--- src/rtl/div_ratio_sched.sv ---
// div_ratio_sched: run-time controller for the integer clock divider.
// Owns the divide counter. Ratio changes and enable/disable requests are
// applied only at divided-period boundaries, so div_clk_o never glitches
// or produces a runt pulse. Odd ratios reach 50 % duty by OR-ing in a copy
// of the posedge phase that is retimed on the falling edge.
`timescale 1ns/1ps
module div_ratio_sched #(
  parameter int DIV_W   = 8,
  parameter int DEF_DIV = 3
) (
  input  logic             clk_i,
  input  logic             rst_i,
  input  logic             en_i,
  input  logic             cfg_valid_i,
  input  logic [DIV_W-1:0] cfg_div_i,
  output logic             cfg_ready_o,
  output logic             cfg_err_o,
  output logic [DIV_W-1:0] cur_div_o,
  output logic             period_start_o,
  output logic             div_clk_o
);

  typedef enum logic [1:0] {S_OFF, S_RUN, S_PEND} state_e;

  localparam logic [DIV_W-1:0] DEF_R = DIV_W'(DEF_DIV);

  state_e           state_q, state_d;
  logic [DIV_W-1:0] cnt_q, cnt_d;
  logic [DIV_W-1:0] cur_div_q, cur_div_d;
  logic [DIV_W-1:0] pend_q, pend_d;
  logic             p_q, p_d;
  logic             n_q;
  logic             ps_q, ps_d;
  logic             err_q, err_d;

  logic accept, cfg_bad, cfg_good, boundary;

  // A request can only be taken while no ratio is already waiting.
  assign cfg_ready_o = (state_q != S_PEND);
  assign accept      = cfg_valid_i & cfg_ready_o;
  assign cfg_bad     = accept & (cfg_div_i < DIV_W'(2));
  assign cfg_good    = accept & ~cfg_bad;
  // cur_div_q is never below 2, so the subtraction cannot wrap.
  assign boundary    = (cnt_q == (cur_div_q - DIV_W'(1)));

  // Next-state, counter, ratio and pulse logic.
  always_comb begin
    state_d   = state_q;
    cnt_d     = cnt_q;
    cur_div_d = cur_div_q;
    pend_d    = pend_q;
    ps_d      = 1'b0;
    err_d     = cfg_bad;
    case (state_q)
      S_OFF: begin
        cnt_d = '0;
        if (cfg_good) cur_div_d = cfg_div_i;
        if (en_i) begin
          state_d = S_RUN;
          ps_d    = 1'b1;
        end
      end
      S_RUN: begin
        if (boundary) begin
          cnt_d = '0;
          if (en_i) begin
            ps_d = 1'b1;
            // A request landing on the boundary waits one full new period.
            if (cfg_good) begin
              state_d = S_PEND;
              pend_d  = cfg_div_i;
            end
          end else begin
            state_d = S_OFF;
            // Stopping anyway: the ratio can be applied directly.
            if (cfg_good) cur_div_d = cfg_div_i;
          end
        end else begin
          cnt_d = cnt_q + DIV_W'(1);
          if (cfg_good) begin
            state_d = S_PEND;
            pend_d  = cfg_div_i;
          end
        end
      end
      S_PEND: begin
        if (boundary) begin
          cnt_d     = '0;
          cur_div_d = pend_q;
          if (en_i) begin
            state_d = S_RUN;
            ps_d    = 1'b1;
          end else begin
            state_d = S_OFF;
          end
        end else begin
          cnt_d = cnt_q + DIV_W'(1);
        end
      end
      default: state_d = S_OFF;
    endcase
    // High phase covers the first floor(N/2) counts of the period.
    p_d = (state_d != S_OFF) && (cnt_d < (cur_div_d >> 1));
  end

  // Posedge state registers.
  always_ff @(posedge clk_i or posedge rst_i) begin
    if (rst_i) begin
      state_q   <= S_OFF;
      cnt_q     <= '0;
      cur_div_q <= DEF_R;
      pend_q    <= '0;
      p_q       <= 1'b0;
      ps_q      <= 1'b0;
      err_q     <= 1'b0;
    end else begin
      state_q   <= state_d;
      cnt_q     <= cnt_d;
      cur_div_q <= cur_div_d;
      pend_q    <= pend_d;
      p_q       <= p_d;
      ps_q      <= ps_d;
      err_q     <= err_d;
    end
  end

  // Half-cycle delayed copy of the phase, stretches odd-ratio high time.
  always_ff @(negedge clk_i or posedge rst_i) begin
    if (rst_i) n_q <= 1'b0;
    else       n_q <= p_q;
  end

  // p and n are both low in the last count of any period, so the odd/even
  // select only ever changes while both inputs are zero.
  assign div_clk_o      = p_q | (n_q & cur_div_q[0]);
  assign cur_div_o      = cur_div_q;
  assign period_start_o = ps_q;
  assign cfg_err_o      = err_q;

endmodule

--- config.mk ---
export PLATFORM = sky130hd
export DESIGN_NAME = div_ratio_sched
export DESIGN_NICKNAME = d
export VERILOG_FILES = /design/src/rtl/div_ratio_sched.sv
export SDC_FILE = /design/constraint.sdc
export NUM_CORES = 1
export LEC_CHECK = 0
export ABC_AREA = 0
export CAP_MARGIN = 40
export CORE_AREA = 2 2 104 76
export DETAILED_ROUTE_END_ITERATION = 16
export DIE_AREA = 0 0 106 78
export SLEW_MARGIN = 20
export SYNTH_ARGS = -nofsm -noshare
export SYNTH_HDL_FRONTEND = slang
export SYNTH_SLANG_ARGS = --single-unit
--- constraint.sdc ---
create_clock -name clk_i -period 3.7 [get_ports clk_i]
set_input_delay 0.555 -clock clk_i [delete_from_list [all_inputs] [get_ports clk_i]]
set_output_delay 0.555 -clock clk_i [all_outputs]
set_load 0.01 [all_outputs]
==> metrics.md, run 1 <==
| Metric | Value |
|---|---|
| Crit path max-delay cell type | dfstp_2 |
| Layout cells sized above 1 | 0.2744 |
| Via density | 5.213 |
| Row count | 26 |
| RSZ-0062 raised after global routing | yes |
| Die Y | just under 80 µm |
| Tot GR Track Use | 0.1526 |
| FFs w/ async S/R, synth | 1.000 |
| Antenna violations before repair | 0 |
| Number of global-route vias before repair | 1801 |
| Mapped cell area | 2116 µm² |
| DRC Markers | 0 |
| CP Launch Type | flip-flop |
| Ant. Diodes | 0 |
| VDD IR max | 0.0002731 V |
| Synth Area in Simple Gates | 0.1892 |
| Syn. warnings | 0 |
| Max stage delay on crit path | 550 ps |
| Syn Area/Cell | between 9 and 10 µm² |
| LEAKAGE | between 0.001 and 0.0015 µW |
| H-tree Lvls | 2 |
| Final-report max-slew violation count | 0 |
| FMAX | 270.9 MHz |
| Worst R2R Setup Slack | 8 ps |
| Bufs on Longest Clock Path | 2 |
| Largest family of logic cells by synthesized area | compound AO/OA/AOI/OAI gates |
| IO Pins | 24 |
| Max_cap viols | 0 |
| Worst-margin pin slew | 514.2 ps |
| Area leader, netlist | dfrtp_1 |
| Register area share after synthesis | 0.3560 |
| TritonCTS clock tree | built |
| Xor and xnor area share after synthesis | 0.03312 |
| Count of different cell masters after synthesis | 62 |
| Hold path cells | 1 |
| Syn Nets | 249 |
| Pre-CTS WS | 9.462 ps |
| Worst Setup SP | cur_div_o[0]$_DFFE_PP1P_ |
| TNS Setup | 0 ps |
| 1st-pass router iterations | 4 |
| R2r endpoint | p_q$_DFF_PP0_ |
| Initial DRC Count | between 100 and 150 |
| Post-synthesis mux area share | 0.05204 |
| Crit path cell chain | inv_2, ha_4, or3_4, a31o_4, a211o_4, nor2_4, a21oi_1, a2bb2oi_2, ha_1, a21oi_2, nor2b_1, a2111o_1, a311oi_2, o221a_1 |
| CTS buffer count | 5 |
| Largest net degree at the start of global routing | 30 |
| Top FF cell, synth | dfrtp_1 |
| Vias | around 2k |
| HP Start | pend_q[6]$_DFFE_PP0P_ |
| Synthesized instance count | around 230 |
| Worst EP required | a little under 4000 ps |
| Worst R2R Path Depth | 14 |
| Status | finished, final reports clean |
| Hold Path End | pend_q[6]$_DFFE_PP0P_ |
| Power per Cell Area | 839.4 nW/µm² |
| Worst path arrival time | 3930 ps |
| Hold WS | 502.8 ps |
| Yosys top cell area share | 0.3193 |
| Routed WL | approximately 6.3 mm |
| Fin crit share | 0.9978 |
| Initial Utilization | 0.2943 |
| Final clock skew | 6.700 ps |
| Worst-Skew Late Latency | 300 ps |
| Adder-Cell Fraction of Synth Area | 0.07096 |
| Placed wire-length estimate | 4.645 mm |
| Max FO, Critical Path | 7 |
| Layout area overhead | 34.24% |
| Critical path capture point type | flip-flop |
| PnR worst setup slack | 7.980 ps |
| Per-cell routed wire length | 16.89 µm |
| Area taken by multi-input logic gates | 1368 µm² |
| PortBufs | 23 |
| Slew margin rel. | 0.6569 |
| Core Area | 7189 µm² |
| Worst min path class | flip-flop to flip-flop |
| Root Buffer | clkbuf_8 |
| Die area | around 8300 µm² |
| Complex-gate fraction of the synthesized area | 0.2501 |
| Final worst path period need | roughly 3700 ps |
| Post-DRT Antenna Nets | 0 |
| Clock transition at path regs | 70 ps |
| Reg area | 753.2 µm² |
| Routability Congestion | 0.8982 |
| Critical path class | flip-flop to flip-flop |
| Synth Register Bits | 30 |
| Synth area leaders | dfrtp_1, ha_1, a21oi_1 |
| Filler Cell Count | between 600 and 700 |
| # clock sinks | 30 |
| Number of synthesized flops with an enable pin | 0 |
| Die width | roughly 110 µm |
| CTS Hold Bufs | 0 |
| Global-route wire length before repair | a little under 10 mm |
| Final setup viols | 0 |
| Remaining Overflow, GRT | 0 |
| Net count, final | 300 |
| Hold Fails Final Rpt | 0 |
| RR Startpoint | cur_div_o[0]$_DFFE_PP1P_ |
timing repair:
action                                  in CTS  in global routing
gates cloned                                 0                  1
setup buffers                                1                  7
gates resized for setup                      1                 19
pin swaps                                    1                 17
endpoints found under the setup margin       2                  1
layout by cell type, fill, tap and decap left out, types with 3 or more instances in the layout:
cell / synthesis / layout
ha_1: 12 / 11
nand2_1: 19 / 19
dfrtp_1: 27 / 27
nor2_1: 9 / 8
a21oi_2: 1 / 4
a21oi_1: 24 / 21
nand4_1: 3 / 3
inv_1: 11 / 9
clkdlybuf4s50_1: 0 / 22
nor2b_1: 4 / 4
xnor2_1: 4 / 3
buf_4: 1 / 29
a21o_1: 6 / 6
clkbuf_8: 0 / 5
o21ai_0: 12 / 11
and3_2: 4 / 3
nand3_1: 10 / 10
mux2_1: 6 / 6
nor3_1: 5 / 5
xor2_1: 4 / 4
o31ai_1: 4 / 3
how the worst max path moves through the flow:
stage                    end  slack [ps]  cells after the start
2_1_floorplan  p_q$_DFF_PP0_          40                     16
3_3_place_gp   p_q$_DFF_PP0_          20                     15
3_5_place_dp   p_q$_DFF_PP0_           9                     15
4_1_cts        p_q$_DFF_PP0_         -20                     15
5_1_grt        p_q$_DFF_PP0_        -120                     14
6_report       p_q$_DFF_PP0_           8                     14
cell type report:
cell class                      count  share of cell area
Multi-Input combinational cell    176              0.4815
Sequential cell                    30              0.2652
Timing Repair Buffer               52              0.1573
Tap cell                           98             0.04317
Clock buffer                        5             0.02423
Inverter                           11             0.01454
Clock inverter                      3             0.01410
critical path: cells and delay by family (launching register included):
family                     cells  cell delay [ps]
AOI/OAI and AO/OA              8             1890
adders and majority gates      2              500
buffers and inverters          1               50
DFF                            1              550
and+or+nand+nor                3              640
logic make-up (layout without fill, tap and decap cells):
logic type / Yosys count / after routing
and+or+nand+nor: 72 / 73
xor gates and xnor gates: 8 / 8
DFF: 30 / 30
muxes: 10 / 10
adders and majority gates: 12 / 12
AOI/OAI and AO/OA: 73 / 73
buffers and inverters: 20 / 71
power breakdown:
group	leakage (µW)	switching (µW)	internal [µW]	total, µW
clock network	0.0000579	144	198	343
registers	0.000377	136	455	591
logic	0.000789	751	699	1450
synthesized netlist by cell type (4+ instances only):
cell type  count
a21o_1         6
a21oi_1       24
and3_2         4
clkbuf_1       4
dfrtp_1       27
ha_1          12
inv_1         11
mux2_1         6
nand2_1       19
nand3_1       10
nor2_1         9
nor2b_1        4
nor3_1         5
o21ai_0       12
o31ai_1        4
xnor2_1        4
xor2_1         4
flip-flops by register name, summed over array words and instances, names as in the netlist:
signal          count
cfg_err_o           1
p_q                 1
period_start_o      1
state_q             2
cur_div_o           8
n_q                 1
pend_q              8
cnt_q               8
through the flow:
stage,cell area (µm²),total power [µW],utilization,cells
after floorplan,2128,1404,-,225
after global placement,2567,1843,0.3571,358
after detailed placement,2567,1838,0.3571,358
after CTS,2683,2189,0.3731,367
after global routing,2840,2542,0.3951,375
final,2840,2384,0.3951,375
per-layer routing:
layer	up-vias	global-route usage	wire, µm
met5	-	0	0
met4	0	0.02368	18
met3	3	0.04202	451
met2	66	0.2019	2600
met1	955	0.2428	3263
li1	931	-	-
No activity file was read; power rests on OpenSTA's default activity.
==> run 2: changes to the inputs <==
CTS_CLUSTER_SIZE = 24   (was not set)
==> results of run 2 <==
The final DEF is identical to that of run 1; final timing and power are the same.
==> edit 1, RTL diff (flow settings as in run 1) <==
Change the parameter `DIV_W` from 8 to 6.
--- a/src/rtl/div_ratio_sched.sv
+++ b/src/rtl/div_ratio_sched.sv
@@ -5,7 +5,7 @@
 // of the posedge phase that is retimed on the falling edge.
 `timescale 1ns/1ps
 module div_ratio_sched #(
-  parameter int DIV_W   = 8,
+  parameter int DIV_W   = 6,
   parameter int DEF_DIV = 3
 ) (
   input  logic             clk_i,
Ports: changed (resized cfg_div_i and cur_div_o); port bits go from 24 to 20. No check against the original RTL was run, so the function may have changed too.
==> edit 1 against run 1 <==
Synthesized area is 24% lower; setup slack gained 0.19 ns; cell area decreased by 30%; sequential cell count down 6; routed wire length shrank 38%; largest cell class unchanged; power shrank 37%; hold slack better by 0.022 ns.
==> edit 1: results (changes against run 1) <==
| Metric | Value |
|---|---|
| Fraction of area in multi-input gates | `0.460 (was 0.481)` |
| Layout clock buffers | `4 (was 5)` |
| Clock latency on the worst-skew pair | `0.28 ns (was 0.30 ns)` |
| Non-clock inverters | `14 (was 11)` |
| Net count reported at finish | `208 (was 300)` |
| CP arrival | `2.95 ns (was 3.93 ns)` |
| PortBufs | `19 (was 23)` |
| Final RePlAce weighted congestion | `0.808 (was 0.898)` |
| Clock Sinks | `24 (was 30)` |
| Xor/xnor cell area share of the yosys netlist | `0.0434 (was 0.0331)` |
| Post-Synth Adder-Cell Area | `0.0775 (was 0.0710)` |
| Largest cells by area after synthesis | `dfrtp_1, ha_1, mux2_4 (was dfrtp_1, ha_1, a21oi_1)` |
| Vias in the first global route | `1,247 (was 1,801)` |
| Root buffer cell | `clkbuf_8 (unchanged)` |
| Routed wire length per instance | `13.7 um (was 16.9 um)` |
| CTS Buf Count | `3 (was 5)` |
| Clock Pin Slew Worst Setup and Hold Paths | `0.09 ns (was 0.07 ns)` |
| Fill cell count | `752 (was 694)` |
| Final clock-cell share | `0.0277 (was 0.0383)` |
| Multi-input logic area | `916 um^2 (was 1370 um^2)` |
| Sw frac | `0.419 (was 0.433)` |
| Met3 WL | `220 um (was 451 um)` |
| Initial DRT Pass Iterations | `5 (was 4)` |
| Met2 wire length | `1.56 mm (was 2.60 mm)` |
| Post-synthesis sequential area ratio | `0.374 (was 0.356)` |
| Vias/cell | `4.58 (was 5.21)` |
| Mux cell area share after synthesis | `0.0744 (was 0.0520)` |
| First-pass GRT wire length | `6.42 mm (was 9.78 mm)` |
| Largest net degree at the start of global routing | `24 (was 30)` |
| Wire length on met1 | `2.13 mm (was 3.26 mm)` |
| Fraction of layout cells with a size suffix above 1 | `0.155 (was 0.274)` |
| Cell variety after synth | `45 (was 62)` |
| GR Util met1 | `0.157 (was 0.243)` |
| R2r worst-path depth | `13 (was 14)` |
| Worst Skew | `0.00897 ns (was 0.00670 ns)` |
| Dpl ws | `0.0656 ns (was 0.00946 ns)` |
| HPWL after detailed placement | `3.04 mm (was 4.65 mm)` |
| Status | `finished, final reports clean (unchanged)` |
| Crit Path Max Fanout | `1 (was 7)` |
| Least-Margin Pin Slew | `0.596 ns (was 0.514 ns)` |
| Layout non-clock buf frac | `0.121 (was 0.157)` |
| Lkg Pwr | `0.832 nW (was 1.22 nW)` |
| Uppermost layer routed | `met3 (was met4)` |
| Bufs w/o clock | `26 (was 52)` |
| Fin cells | `285 (was 375)` |
| GR Layer Usage met2 | `0.130 (was 0.202)` |
| Syn nets | `183 (was 249)` |
| Placed instance area | `1930 um^2 (was 2570 um^2)` |
| Post-synth top cells | `dfrtp_1, nand2_1, inv_1, ha_1 (was dfrtp_1, a21oi_1, nand2_1, ha_1, o21ai_0)` |
| Cell total after placement | `280 (was 358)` |
| #MultiIn Comb | `119 (was 176)` |
| H-Tree Depth | `1 (was 2)` |
| Worst vdd ir | `239 uV (was 273 uV)` |
[edit 1: changes by cell type after synthesis, sizes merged, moves of 4 or more]
cell | run 1 | this run
a21o | 7 | 2
a21oi | 25 | 8
a22oi | 0 | 4
a2bb2oi | 4 | 0
clkbuf | 4 | 0
dfrtp | 27 | 21
nand2 | 19 | 15
nand3 | 10 | 3
nor2 | 11 | 4
[edit 1: final timing paths]
kind / slack [ns] / end / startpoint
worst min-delay path: 0.53 / pend_q[2] / pend_q[2]
worst max register to register: 0.23 / p_q / cur_div_o[0]
max in group asynchronous: 1.42 / n_q / rst_i
worst max-delay path: 0.20 / div_clk_o / n_q
worst min register to register: 0.53 / pend_q[2] / pend_q[2]
min in group asynchronous: 0.66 / cur_div_o[2] / rst_i
[edit 1: cell families (layout without fill, tap and decap cells)]
| group | count (synthesis) | in the layout |
|---|---|---|
| AO/OA/AOI/OAI | 50 | 50 |
| multiplexers | 9 | 9 |
| adder cells (fa/ha/maj) | 10 | 10 |
| buffers and inverters | 20 | 44 |
| AND/OR/NAND/NOR | 42 | 42 |
| XOR/XNOR | 8 | 8 |
| flip-flops | 24 | 24 |
[edit 1: critical path, cell delays in order (launching register included)]
cell and delay (ns):
dfrtn_1 0.34, a21o_2 0.20, dlygate4sd2_1 0.28
[edit 1: power groups by stage]
| stage | logic [mW] | registers [mW] | clock network [mW] |
|---|---|---|---|
| floorplan | 0.611 | 0.440 | 0 |
| global route | 0.963 | 0.459 | 0.203 |
| finish | 0.874 | 0.447 | 0.187 |
| CTS | 0.868 | 0.448 | 0.192 |
| global placement | 0.864 | 0.450 | 0 |
| detailed placement | 0.866 | 0.451 | 0 |
[edit 1: what timing repair did]
item,4_1_cts,5_1_grt
resized for setup,1,0
endpoints found under the setup margin,1,1
hold buffers,0,0
pin swaps,0,1
setup buffers,0,1
==> edit 2, RTL diff (config.mk and constraints of run 1) <==
Without the edit above. Reset style: synchronous (`rst_i`), changed in 2 clocked blocks.
--- a/src/rtl/div_ratio_sched.sv
+++ b/src/rtl/div_ratio_sched.sv
@@ -104,7 +104,7 @@
   end
 
   // Posedge state registers.
-  always_ff @(posedge clk_i or posedge rst_i) begin
+  always_ff @(posedge clk_i) begin
     if (rst_i) begin
       state_q   <= S_OFF;
       cnt_q     <= '0;
@@ -125,7 +125,7 @@
   end
 
   // Half-cycle delayed copy of the phase, stretches odd-ratio high time.
-  always_ff @(negedge clk_i or posedge rst_i) begin
+  always_ff @(negedge clk_i) begin
     if (rst_i) n_q <= 1'b0;
     else       n_q <= p_q;
   end
Function: not checked (the comparison handles one clock edge and no latches or derived clocks); the edit may change what the design does.
==> edit 2 against run 1 <==
Synthesized area grew 5.7%; die area stayed put; non-clock buffer count decreased by 12; final cell count up 1.1%; sequential cell count unchanged; routed wire length decreased by 1.8%; global-route usage is 0.50 points higher; setup slack gained 0.20 ns; cell area is 3.9% lower; critical endpoint is now div_clk_o; count of clock-buffer cells in the layout grew 1; sequential share of layout area down 4.5 points.
Power is not compared: it rests on default switching activity, and its combinational part moved more than twofold at a synthesized area within 25%.
==> edit 2: results (changes against run 1) <==
| Metric | Value |
|---|---|
| Clock latency on the worst-skew pair | `0.35 ns (was 0.30 ns)` |
| Dominant synthesized flop cell | `dfxtp_1 (was dfrtp_1)` |
| Ys async rst share | `0 (was 1.00)` |
| N_diodes | `0 (unchanged)` |
| Drt initial violations | `140 (was 113)` |
| CTS Buf Count | `5 (unchanged)` |
| Reg2reg end | `p_q (unchanged)` |
| Syn nets | `273 (was 249)` |
| CP endpoint | `div_clk_o (was p_q)` |
| Placed instance area | `2620 um^2 (was 2570 um^2)` |
| Initial DRT Pass Iterations | `4 (unchanged)` |
| Setup Fix Bufs, Post-CTS | `0 (was 1)` |
| Worst min path class | `flip-flop to flip-flop (unchanged)` |
| Root buffer cell | `clkbuf_8 (unchanged)` |
| Final hold slack | `0.503 ns (about the same)` |
| Fraction of layout cells with a size suffix above 1 | `0.196 (was 0.274)` |
| Status | `finished, final reports clean (unchanged)` |
| Routed wire length per instance | `16.4 um (was 16.9 um)` |
| HPWL after detailed placement | `4.62 mm (was 4.65 mm)` |
| R2r worst-path depth | `13 (was 14)` |
| Setup WS post-layout | `0.205 ns (was 0.00798 ns)` |
| First-pass GRT wire length | `10.2 mm (was 9.78 mm)` |
| Post-synthesis sequential area ratio | `0.268 (was 0.356)` |
| Clock Pin Slew Worst Setup and Hold Paths | `0.07 ns (about the same)` |
| Largest cells by area after synthesis | `dfxtp_1, ha_1, mux2i_1 (was dfrtp_1, ha_1, a21oi_1)` |
| Hold Path Sink | `pend_q[7] (was pend_q[6])` |
| Largest net degree at the start of global routing | `27 (was 30)` |
| Net count reported at finish | `304 (was 300)` |
| Antenna violations before repair | `0 (unchanged)` |
| Overall Global Routing Usage | `0.158 (was 0.153)` |
| Reg-to-reg critical path startpoint | `cur_div_o[3] (was cur_div_o[0])` |
| Cell total after placement | `371 (was 358)` |
| Hold Crit Start | `pend_q[7] (was pend_q[6])` |
| Worst Skew | `0.0585 ns (was 0.00670 ns)` |
| Reg2Reg Setup Slack | `0.23 ns (was 0.008 ns)` |
| H-Tree Depth | `2 (unchanged)` |
| Final RePlAce weighted congestion | `0.842 (was 0.898)` |
| CP arrival | `2.94 ns (was 3.93 ns)` |
| Longest Clk Path Bufs | `2 (unchanged)` |
| Vias/cell | `5.32 (was 5.21)` |
| Vias in the first global route | `1,963 (was 1,801)` |
| Cell variety after synth | `67 (was 62)` |
| Crit Path Max Fanout | `1 (was 7)` |
| Syn Inst Count | `249 (was 225)` |
| Worst setup path startpoint | `n_q (was cur_div_o[0])` |
| Hold path cells | `2 (was 1)` |
| Worst vdd ir | `176 uV` |
| Fill cell count | `732 (was 694)` |
| Dpl ws | `-0.156 ns (was 0.00946 ns)` |
| Total length of routed wires | `6.22 mm (was 6.33 mm)` |
| Rel. slew slack | `0.650 (was 0.657)` |
| Post-synth top cells | `dfxtp_1, nor2_1, ha_1, nand3_1 (was dfrtp_1, a21oi_1, nand2_1, ha_1, o21ai_0)` |
| Lkg Pwr | `1.07 nW` |
| PortBufs | `23 (unchanged)` |
edit 2: cell types whose count changed after synthesis, moves of 6 or more:
cell | run 1 | this run
nand2_1 | 19 | 8
nor2_1 | 9 | 19
mux2i_1 | 2 | 10
a21oi_1 | 24 | 10
and3_1 | 1 | 8
mux2_1 | 6 | 0
dfxtp_1 | 0 | 30
dfrtp_1 | 27 | 0
edit 2: report_power, final:
group | internal (mW) | switching, mW | total (mW)
logic | 0.180 | 0.211 | 0.391
registers | 0.346 | 0.0292 | 0.375
clock network | 0.152 | 0.148 | 0.299
edit 2: cell type report:
class                           instances  area, um^2  area share
Sequential cell                        30         601       0.220
Clock buffer                            6        82.6      0.0302
Tap cell                               98         123      0.0449
Multi-Input combinational cell        192        1520       0.555
Inverter                               10        37.5      0.0137
Clock inverter                          3        15.0     0.00550
Timing Repair Buffer                   40         357       0.131
edit 2: logic make-up (layout without fill, tap and decap cells):
family	count (synthesis)	count (layout)	share of synthesized area
fa+ha+maj	12	12	0.0671
xor+xnor	9	9	0.0386
simple gates	86	86	0.226
mux	15	15	0.0699
flops	30	30	0.268
compound gates	70	70	0.270
buf+inv	27	59	0.0604
edit 2: metal layers:
metal,up-vias,track usage,share of wire
li1,990,-,-
met4,0,0.0421,0.0092
met5,-,0,0
met2,78,0.216,0.39
met1,941,0.238,0.50
met3,8,0.0420,0.097
edit 2: repair_timing:
| action | in CTS | in global routing |
|---|---|---|
| endpoints found under the setup margin | 1 | 1 |
| hold buffers | 0 | 0 |
| resized for setup | 1 | 4 |
| cloned | 0 | 0 |
edit 2: critical path, stage by stage, from the launching register on:
cell           delay (ns)
dfxtp_1              0.29
a21o_1               0.17
dlygate4sd2_1        0.28
